`config.mk`:
```
export PLATFORM = sky130hd
export DESIGN_NAME = bus_transfer_controller
export DESIGN_NICKNAME = d
export VERILOG_FILES = /design/src/rtl/bus_transfer_controller.sv
export SDC_FILE = /design/constraint.sdc
export NUM_CORES = 1
export LEC_CHECK = 0
export CORE_UTILIZATION = 42
export CTS_CLUSTER_SIZE = 24
export DETAILED_ROUTE_END_ITERATION = 8
export PLACE_DENSITY = 0.8
export SLEW_MARGIN = 20
export SYNTH_ARGS = -nofsm -noshare
export SYNTH_HDL_FRONTEND = slang
export SYNTH_SLANG_ARGS = --single-unit
```
`constraint.sdc`:
```
create_clock -name controller_clock -period 2.6 [get_ports controller_clock]
set_input_delay 0.39 -clock controller_clock [delete_from_list [all_inputs] [get_ports controller_clock]]
set_output_delay 0.39 -clock controller_clock [all_outputs]
set_load 0.02 [all_outputs]
```
`src/rtl/bus_transfer_controller.sv`:
```
// Bus master for a small register file on a shared tri-state bus.
// Runs one MOV/LDI/RD command at a time and returns one response per command.
module bus_transfer_controller #(
  parameter int DATA_WIDTH = 16,
  parameter int ADDR_WIDTH = 6,
  parameter int NUM_REGS   = 4
) (
  input  logic                  controller_clock,
  input  logic                  controller_reset,
  input  logic                  cmd_valid,
  output logic                  cmd_ready,
  input  logic [1:0]            cmd_op,
  input  logic [ADDR_WIDTH-1:0] cmd_src,
  input  logic [ADDR_WIDTH-1:0] cmd_dst,
  input  logic [DATA_WIDTH-1:0] cmd_imm,
  output logic                  rsp_valid,
  output logic [DATA_WIDTH-1:0] rsp_data,
  output logic                  rsp_error,
  output logic [ADDR_WIDTH-1:0] register_addr,
  output logic                  bus_register_out_en,
  output logic                  bus_register_input_en,
  output logic                  bus_drive_en,
  output logic [DATA_WIDTH-1:0] bus_write_data,
  input  logic [DATA_WIDTH-1:0] bus_read_data
);

  // state | meaning
  // IDLE  | waiting for a command, cmd_ready high
  // READ  | source register drives bus, data_q captures it (idle filler when err_q)
  // WRITE | controller drives data_q, destination register captures it
  // RESP  | one-cycle response strobe
  localparam logic [1:0] ST_IDLE  = 2'd0;
  localparam logic [1:0] ST_READ  = 2'd1;
  localparam logic [1:0] ST_WRITE = 2'd2;
  localparam logic [1:0] ST_RESP  = 2'd3;

  localparam logic [1:0] OP_MOV = 2'b00;
  localparam logic [1:0] OP_LDI = 2'b01;
  localparam logic [1:0] OP_RD  = 2'b10;

  localparam logic [ADDR_WIDTH-1:0] REG_LIMIT = ADDR_WIDTH'(NUM_REGS);

  logic [1:0]            state_q;
  logic [1:0]            op_q;
  logic [ADDR_WIDTH-1:0] src_q;
  logic [ADDR_WIDTH-1:0] dst_q;
  logic [ADDR_WIDTH-1:0] addr_hold_q;
  logic [DATA_WIDTH-1:0] data_q;
  logic                  err_q;

  logic src_ok;
  logic dst_ok;
  logic cmd_illegal;
  logic rd_act;
  logic wr_act;
  logic resp_act;

  assign src_ok = (cmd_src < REG_LIMIT);
  assign dst_ok = (cmd_dst < REG_LIMIT);

  always_comb begin
    cmd_illegal = 1'b0;
    case (cmd_op)
      OP_MOV:  cmd_illegal = !(src_ok && dst_ok);
      OP_LDI:  cmd_illegal = !dst_ok;
      OP_RD:   cmd_illegal = !src_ok;
      default: cmd_illegal = 1'b1;
    endcase
  end

  // An illegal command still passes through READ so its error response
  // lands two cycles after accept, but with every bus control masked off.
  assign rd_act   = (state_q == ST_READ)  && !err_q;
  assign wr_act   = (state_q == ST_WRITE) && !err_q;
  assign resp_act = (state_q == ST_RESP);

  always_comb begin
    register_addr = addr_hold_q;
    if (rd_act)      register_addr = src_q;
    else if (wr_act) register_addr = dst_q;
  end

  assign cmd_ready             = (state_q == ST_IDLE) && controller_reset;
  assign bus_register_out_en   = rd_act;
  assign bus_register_input_en = wr_act;
  assign bus_drive_en          = wr_act;
  assign bus_write_data        = wr_act ? data_q : '0;
  assign rsp_valid             = resp_act;
  assign rsp_error             = resp_act && err_q;
  assign rsp_data              = (resp_act && !err_q) ? data_q : '0;

  always_ff @(posedge controller_clock or negedge controller_reset) begin
    if (!controller_reset) begin
      state_q     <= ST_IDLE;
      op_q        <= '0;
      src_q       <= '0;
      dst_q       <= '0;
      addr_hold_q <= '0;
      data_q      <= '0;
      err_q       <= 1'b0;
    end else begin
      addr_hold_q <= register_addr;
      case (state_q)
        ST_IDLE: begin
          if (cmd_valid) begin
            op_q  <= cmd_op;
            src_q <= cmd_src;
            dst_q <= cmd_dst;
            err_q <= cmd_illegal;
            if (cmd_illegal) begin
              state_q <= ST_READ;
            end else if (cmd_op == OP_LDI) begin
              data_q  <= cmd_imm;
              state_q <= ST_WRITE;
            end else begin
              state_q <= ST_READ;
            end
          end
        end
        ST_READ: begin
          if (!err_q) data_q <= bus_read_data;
          state_q <= (op_q == OP_MOV && !err_q) ? ST_WRITE : ST_RESP;
        end
        ST_WRITE: state_q <= ST_RESP;
        default:  state_q <= ST_IDLE;
      endcase
    end
  end

endmodule
```
## Word level (Yosys, flattened, before mapping)

Index checks and enable logic that the tools add are counted.

| word-level totals | value |
|---|---|
| word-level logic and storage cells | 50 |
| register bits | 39 |

| operators by class | value |
|---|---|
| reduce and logical (&&, ||, !) cells | 17 |
| magnitude comparators | 2 |
| equality and inequality tests | 9 |
| muxes and demuxes | 15 |

Operator list:

| kind | number |
|---|---|
| $mux W16 | 6 |
| $pmux W16 S2 | 1 |
| $lt A6 B3 Y1 const B | 2 |
| $mux W6 | 2 |
| $logic_and A1 B1 Y1 | 7 |
| $eq A2 B2 Y1 const B | 3 |
| $logic_not A2 Y1 | 3 |
| $mux W2 | 3 |
| $ne A2 B2 Y1 const B | 3 |
| $pmux W2 S3 | 1 |
| $reduce_and A5 Y1 | 1 |
| $eq A2 B1 Y1 const B | 2 |
| $logic_not A1 Y1 | 4 |
| $pmux W1 S3 | 1 |
| $ne A2 B1 Y1 const B | 1 |
| $reduce_and A2 Y1 | 1 |
| $reduce_bool A2 Y1 | 1 |
| $mux W1 | 1 |

## Depth between registers and ports, before layout

Gate-level depths: netlist of the first run.

| depth | value |
|---|---|
| depth after elaboration | 7 |
| mapped depth | 9 |
| mapped depth without buffers | 6 |

## Least setup slack after synthesis of the first run

Ideal clock, no wire load.

| timing path | value |
|---|---|
| path kind | register to output |
| start point | register state_q[0] |
| end point | output port register_addr[1] |
| slack | 0.334 ns |
| stages on the path, launching flop included | 8 |
| data arrival time | 1.876 ns |
| cell sequence | dfrtp_1 > inv_1 > ha_1 > nor2b_1 > clkbuf_1 > clkbuf_1 > mux2i_1 > o21ai_0 |

| between the ends | value |
|---|---|
| longest elaborated chain between the ends | 4 |
| elaborated cells on any way between the ends | 6 |

RTL lines:

| element | RTL line | RTL |
|---|---|---|
| from (decl) | 43 | `logic [1:0] state_q;` |
| from (signal assigned) | 122 | `state_q <= (op_q == OP_MOV && !err_q) ? ST_WRITE : ST_RESP;` |
| $eq A2 B2 Y1 | 74 | `assign wr_act = (state_q == ST_WRITE) && !err_q;` |
| $logic_and A1 B1 Y1 | 74 |  |
| $mux W6 | 80 | `else if (wr_act) register_addr = dst_q;` |
| $mux W6 (*) | 79 | `if (rd_act) register_addr = src_q;` |
| to (decl) | 19 | `output logic [ADDR_WIDTH-1:0] register_addr,` |

Mark *: on every way between the ends. The rest lies on a longest branch, timed or not.

## Worst setup path in the final report of the first run

| timing path | value |
|---|---|
| start point | register state_q[0] |
| end point | output port bus_write_data[7] |

| between the ends | value |
|---|---|
| longest elaborated chain between the ends | 3 |

RTL lines:

| element | RTL line | RTL |
|---|---|---|
| $eq A2 B2 Y1 | 74 |  |
| $logic_and A1 B1 Y1 | 74 |  |
| $mux W16 | 87 | `assign bus_write_data = wr_act ? data_q : '0;` |
| to (decl) | 23 | `output logic [DATA_WIDTH-1:0] bus_write_data,` |

Every way passes these cells.

==> results of run 1 <==
==> flip-flops by register name (all words and copies together) (netlist names) <==
name         cells
data_q          16
addr_hold_q      6
dst_q            6
src_q            6
op_q             2
state_q          2
err_q            1
==> worst max path at each step <==
stage | startpoint | end | slack (ns) | cells after the start
2_1_floorplan | state_q[0]$_DFFE_PN0P_ | register_addr[1] | 0.33 | 7
3_3_place_gp | state_q[0]$_DFFE_PN0P_ | register_addr[1] | 0.18 | 6
3_5_place_dp | state_q[0]$_DFFE_PN0P_ | bus_write_data[0] | 0.12 | 6
4_1_cts | state_q[1]$_DFFE_PN0P_ | register_addr[5] | 0.004 | 5
5_1_grt | state_q[0]$_DFFE_PN0P_ | register_addr[0] | 0.03 | 7
6_report | state_q[0]$_DFFE_PN0P_ | bus_write_data[7] | 0.14 | 6
==> metrics by stage <==
stage                     total power [mW]  std cells  worst slack (ns)
final                                 3.29        364             0.141
after global routing                  3.52        364            0.0334
after CTS                             3.31        362           0.00435
after detailed placement              2.93        353             0.116
after global placement                2.88        353             0.179
after floorplan                       2.30        201             0.334
==> metal layers <==
metal,up-vias,part of all wire [%]
met1,842,41
met4,0,1.5
li1,881,-
met5,-,0
met3,8,5.3
met2,56,52
==> cell families after synthesis <==
group           count (synthesis)
simple gates                   57
compound gates                 47
flops                          39
mux                            37
buf+inv                        17
fa+ha+maj                       4
==> placed cells by master (no fill, tap or decap), drive strengths merged, types with 6 or more instances in the layout <==
cell	instances
clkbuf	6
dlymetal6s2s	16
mux2	15
a21oi	33
dfrtp	39
o21ai	10
nand2	11
mux2i	22
and2	35
clkdlybuf4s50	71
buf	11
==> report_power, final <==
| group | internal (mW) | switching (mW) | total [mW] |
|---|---|---|---|
| clock network | 0.187 | 0.211 | 0.398 |
| registers | 0.920 | 0.181 | 1.10 |
| logic | 0.860 | 0.935 | 1.80 |
| total | 1.97 | 1.33 | 3.29 |
==> cell type report <==
type / instances / area share (%)
timing repair buffer: 102 / 31.8
multi-input combinational: 145 / 33.0
inverter: 3 / 0.343
tap: 67 / 2.56
clock inverter: 2 / 0.381
sequential: 39 / 29.7
clock buffer: 6 / 2.21
==> what timing repair did <==
item,in CTS,in global routing
setup endpoints to repair,24,20
gates resized for setup,7,16
setup buffers,1,2
==> impl_metrics.json, run 1 <==
{
  "status": "finished clean",
  "critical_path_class": "flop to primary output",
  "grt_start_max_net_pins": 40,
  "drc_errors": 0,
  "dpl_cell_area_um2": 3130,
  "synth_fa_ha_area_share_pct": 2.33,
  "grt_pass1_wl_um": 8270,
  "fillers": 395,
  "cts_buffers": 5,
  "p_leak_nw": 1.58,
  "max_cap_viol_count": 0,
  "crit_buf_inv": 3,
  "period_minus_slack_ns": 2.46,
  "routabilityCongestion": 0.738,
  "synth_most_common_cell": "dfrtp_1",
  "finalMaxSlewViolations": 0,
  "rr_worst_depth": 7,
  "ys_types": 29,
  "r2r_end": "data_q[14]$_DFFE_PN0P_",
  "syn_to_final_growth_pct": 52.9,
  "die_w_um": 73.5,
  "yosysTopAreaCellShare_pct": 45.5,
  "slowest_delay_ns": 0.59,
  "synth_compound_area_share_pct": 14.2,
  "p_per_area_nw_per_um2": 1000,
  "peakVddDrop_mv": 0.574,
  "critPathTopFamily": "buffers and inverters",
  "synth_edf_count": 0,
  "wl_um": 5360,
  "synthTopCellsByArea": "dfrtp_1 45%, mux2i_1 10%, and2_1 10%",
  "ys_seq_area_share_pct": 45.5,
  "routed_via_density": 4.91,
  "clk_pin_slew_ns": 0.08,
  "ant_nets": 0,
  "coreArea_um2": 4820,
  "critPathCaptureType": "primary output",
  "clock_path_buffers": 2,
  "grtUsageMet1_pct": 24.1,
  "grt_pass1_vias": 1751,
  "cp_max_fo": 18,
  "critPathLaunchType": "flop",
  "synth-warning-count": 0,
  "synth_fp_nets": 254,
  "holdWs_ns": 0.161,
  "antenna_found_initial": 0,
  "finalNetCount": 349,
  "rrSetupSlack_ns": 0.60,
  "grt_usage_pct": 20.5,
  "top_usage_layer": "met2",
  "seqCellArea_um2": 976,
  "syn_avg_cell_area_um2": 10.7,
  "crit_chain": "inv_1, ha_1, nor2b_4, buf_6, and2_1, clkdlybuf4s50_1",
  "yosysTopAreaCell": "dfrtp_1",
  "holdCritPathClass": "input pin to async pin",
  "rows": 25,
  "synth_top_family_by_area": "multiplexers",
  "multi_input_area_um2": 1080,
  "cts_tree": "yes",
  "crit_slowest_cell": "clkdlybuf4s50_1",
  "insertedDiodeCount": 0,
  "async_reset_ff_share_pct": 100,
  "drive_gt1_share_pct": 16.2,
  "port_buffers": 92,
  "setup_viol": 0,
  "drtIter0Drc": 72,
  "syn_inst": 201,
  "synth_area_um2": 2150,
  "hold_viol_final": 0,
  "clockRootBuffer": "clkbuf_8",
  "ys.flop_type": "dfrtp_1",
  "vias": 1787,
  "reg2reg_from": "state_q[1]$_DFFE_PN0P_",
  "grt.met3_usage_pct": 4.80,
  "yosys.area_share.simple_pct": 15.4,
  "ys_ff_latch": 39,
  "fin_tns_setup_ns": 0,
  "final_core_util_pct": 68.1,
  "dp_hpwl_um": 3880,
  "initial_core_util_pct": 44.5,
  "critPathRequiredTime_ns": 2.21,
  "drt-pass1-iter-count": 4,
  "crit_arrival_ns": 2.07,
  "clock-sinks": 39,
  "design_area_um2": 3280,
  "final.setup_skew_ns": 0.00447,
  "met2_usage_pct": 35.9,
  "wl_per_cell_um": 14.7,
  "finalCritPeriodShare_pct": 94.6,
  "synth_commonest_cells": "39 x dfrtp_1, 35 x and2_1, 23 x a21oi_1",
  "rsz0062_at_grt": "no",
  "ios": 93,
  "gr-total-overflow": 0,
  "fmax_ghz": 0.407,
  "dieArea_um2": 5400,
  "synthMuxAreaShare_pct": 18.1,
  "tightest_slew_ns": 0.623,
  "synth_xor_area_share_pct": 0,
  "die_h_um": 73.5,
  "clk_latency_ns": 0.29,
  "ctsHoldBuffers": 0,
  "htreeDepth": 2,
  "max_slew_margin_pct": 58.4
}
(Power assumes the default switching activity.)
==> run 2: changes to the inputs <==
--- a/config.mk
+++ b/config.mk
@@ -5,10 +5,14 @@
 export SDC_FILE = /design/constraint.sdc
 export NUM_CORES = 1
 export LEC_CHECK = 0
-export CORE_UTILIZATION = 42
+export ABC_AREA = 1
+export CAP_MARGIN = 25
+export CELL_PAD_IN_SITES_DETAIL_PLACEMENT = 1
+export CELL_PAD_IN_SITES_GLOBAL_PLACEMENT = 1
+export CORE_UTILIZATION = 29
 export CTS_CLUSTER_SIZE = 24
 export DETAILED_ROUTE_END_ITERATION = 8
-export PLACE_DENSITY = 0.8
+export PLACE_DENSITY_LB_ADDON = 0.1
 export SLEW_MARGIN = 20
 export SYNTH_ARGS = -nofsm -noshare
 export SYNTH_HDL_FRONTEND = slang
==> impl_metrics.json, run 2 <==
{
  "routabilityCongestion": 0.822,
  "grt.met3_usage_pct": 4.01,
  "synth_area_um2": 2170,
  "wl_per_cell_um": 13.1,
  "clk_pin_slew_ns": 0.08,
  "grt_start_max_net_pins": 40,
  "syn_to_final_growth_pct": 50.8,
  "drc_errors": 0,
  "ios": 93,
  "finalMaxSlewViolations": 0,
  "wl_um": 6600,
  "crit_chain": "inv_1, ha_1, nand2_2, buf_4, nor2_1, clkdlybuf4s50_1",
  "yosysTopAreaCell": "dfrtp_1",
  "cp_max_fo": 16,
  "cts_buffers": 5,
  "hold_viol_final": 0,
  "rrSetupSlack_ns": 0.76,
  "ys.flop_type": "dfrtp_1",
  "holdCritPathClass": "input pin to async pin",
  "crit_arrival_ns": 2.08,
  "antenna_found_initial": 0,
  "die_h_um": 88.6,
  "final_common_cell": "nand2_1",
  "drtIter0Drc": 66,
  "critical_path_class": "flop to primary output",
  "crit_slowest_cell": "clkdlybuf4s50_1",
  "max_slew_margin_pct": 65.6,
  "clk_latency_ns": 0.30,
  "htreeDepth": 2,
  "ys_seq_area_share_pct": 44.9,
  "rsz0062_at_grt": "no",
  "ys_ff_latch": 39,
  "synth-warning-count": 0,
  "synth_commonest_cells": "135 x nand2_1, 45 x nor2_1, 39 x dfrtp_1",
  "top_usage_layer": "met2",
  "routed_via_density": 4.39,
  "slowest_delay_ns": 0.61,
  "final_cell_mix": "133 x nand2_1, 76 x clkdlybuf4s50_1, 45 x nor2_1",
  "synth_most_common_cell": "nand2_1",
  "drive_gt1_share_pct": 6.17,
  "fillers": 930,
  "regMostFlops": "data_q",
  "p_per_area_nw_per_um2": 1060,
  "finalNetCount": 458,
  "synth_edf_count": 0,
  "clockRootBuffer": "clkbuf_8",
  "p_leak_nw": 1.77,
  "fmax_ghz": 0.406,
  "ctsHoldBuffers": 0,
  "grt_pass1_wl_um": 10600,
  "grtUsageMet1_pct": 22.0,
  "setup_viol": 0,
  "synthTopCellsByArea": "dfrtp_1 45%, nand2_1 23%, nor2_1 7.8%",
  "fin_tns_setup_ns": 0,
  "async_reset_ff_share_pct": 100,
  "synth_fp_nets": 366,
  "cts_tree": "yes",
  "critPathLaunchType": "flop",
  "coreArea_um2": 7250,
  "finalCritPeriodShare_pct": 94.8,
  "peakVddDrop_mv": 0.404,
  "rows": 31,
  "gr-total-overflow": 0,
  "ant_nets": 0,
  "clock_path_buffers": 2,
  "final.setup_skew_ns": 0.00827,
  "port_buffers": 92,
  "fin_cells": 504,
  "vias": 2212,
  "max_cap_viol_count": 0,
  "drt-pass1-iter-count": 4,
  "insertedDiodeCount": 0,
  "cp-startpoint": "state_q[0]$_DFFE_PN0P_",
  "place_inst": 497,
  "clock-sinks": 39,
  "grt_usage_pct": 17.7,
  "met2_usage_pct": 31.1,
  "tightest_slew_ns": 0.517,
  "yosysTopAreaCellShare_pct": 44.9,
  "dp_hpwl_um": 4940,
  "grt_pass1_vias": 2235,
  "syn_avg_cell_area_um2": 6.94,
  "ys_types": 18,
  "critPathCaptureType": "primary output",
  "crit_buf_inv": 3,
  "die_w_um": 88.6,
  "period_minus_slack_ns": 2.47,
  "critPathTopFamily": "buffers and inverters",
  "largest_reg_flops": 16,
  "initial_core_util_pct": 30.0,
  "status": "finished clean",
  "reg2reg_from": "state_q[1]$_DFFE_PN0P_",
  "syn_inst": 313,
  "dieArea_um2": 7840,
  "critPathRequiredTime_ns": 2.21
}
## run 2: area by class of cell
cell class / instances / area (µm²) / share of cell area, %
Tap cell: 99 / 124 / 3.78
Inverter: 31 / 121 / 3.70
Sequential cell: 39 / 976 / 29.8
Multi-Input combinational cell: 230 / 1000 / 30.5
Clock inverter: 1 / 5.00 / 0.153
Clock buffer: 6 / 82.6 / 2.52
Timing Repair Buffer: 98 / 968 / 29.5
## run 2: per-stage QoR
step                      setup slack [ns]  util [%]  hold slack (ns)  instance area [µm²]  total power [mW]
final                                0.134      45.2            0.161                 3280              3.47
after global routing               0.00152      45.2            0.214                 3280              3.80
after CTS                          0.00324      44.9            0.198                 3260              3.54
after detailed placement             0.133      43.8            0.458                 3180              3.16
after global placement               0.261      43.8            0.456                 3180              3.11
after floorplan                      0.640         -           0.0944                 2170              2.41
## run 2: worst paths after layout
check,to,cells after the start
worst max-delay path,bus_write_data[0],6
worst min-delay path,src_q[0]$_DFFE_PN0P_,2
worst max register to register,data_q[3]$_DFFE_PN0P_,9
worst min register to register,data_q[0]$_DFFE_PN0P_,2
max in group asynchronous,data_q[15]$_DFFE_PN0P_,2
min in group controller_clock,data_q[0]$_DFFE_PN0P_,2
## run 2: cell families after synthesis
family | count (synthesis) | share of synthesized area [%]
AO/OA/AOI/OAI | 19 | 4.89
adder cells (fa/ha/maj) | 4 | 2.30
buffers and inverters | 44 | 9.27
flip-flops | 39 | 44.9
AND/OR/NAND/NOR | 207 | 38.6
## run 2: metal layers
metal	wire [µm]	share of wire [%]
met1	3010	46
met2	3220	49
met3	307	4.7
met4	63	0.95
met5	0	0
## run 2: where the power goes
part | internal (mW) | switching (mW) | total, mW | leakage (nW)
registers | 0.906 | 0.157 | 1.06 | 0.483
logic | 0.723 | 1.26 | 1.99 | 1.24
clock network | 0.208 | 0.213 | 0.421 | 0.0470
## run 2: repair_timing
action,CTS,global route
setup buffers,0,0
gates cloned,0,0
gates resized for setup,9,9
setup endpoints to repair,7,24
## run 2: worst reg2reg max path, delay by kind of cell (launching register included)
kind / cells / cell delay [ns]
buffers and inverters: 4 / 0.76
AOI/OAI and AO/OA: 1 / 0.07
adders and majority gates: 1 / 0.21
and+or+nand+nor: 3 / 0.28
DFF: 1 / 0.41
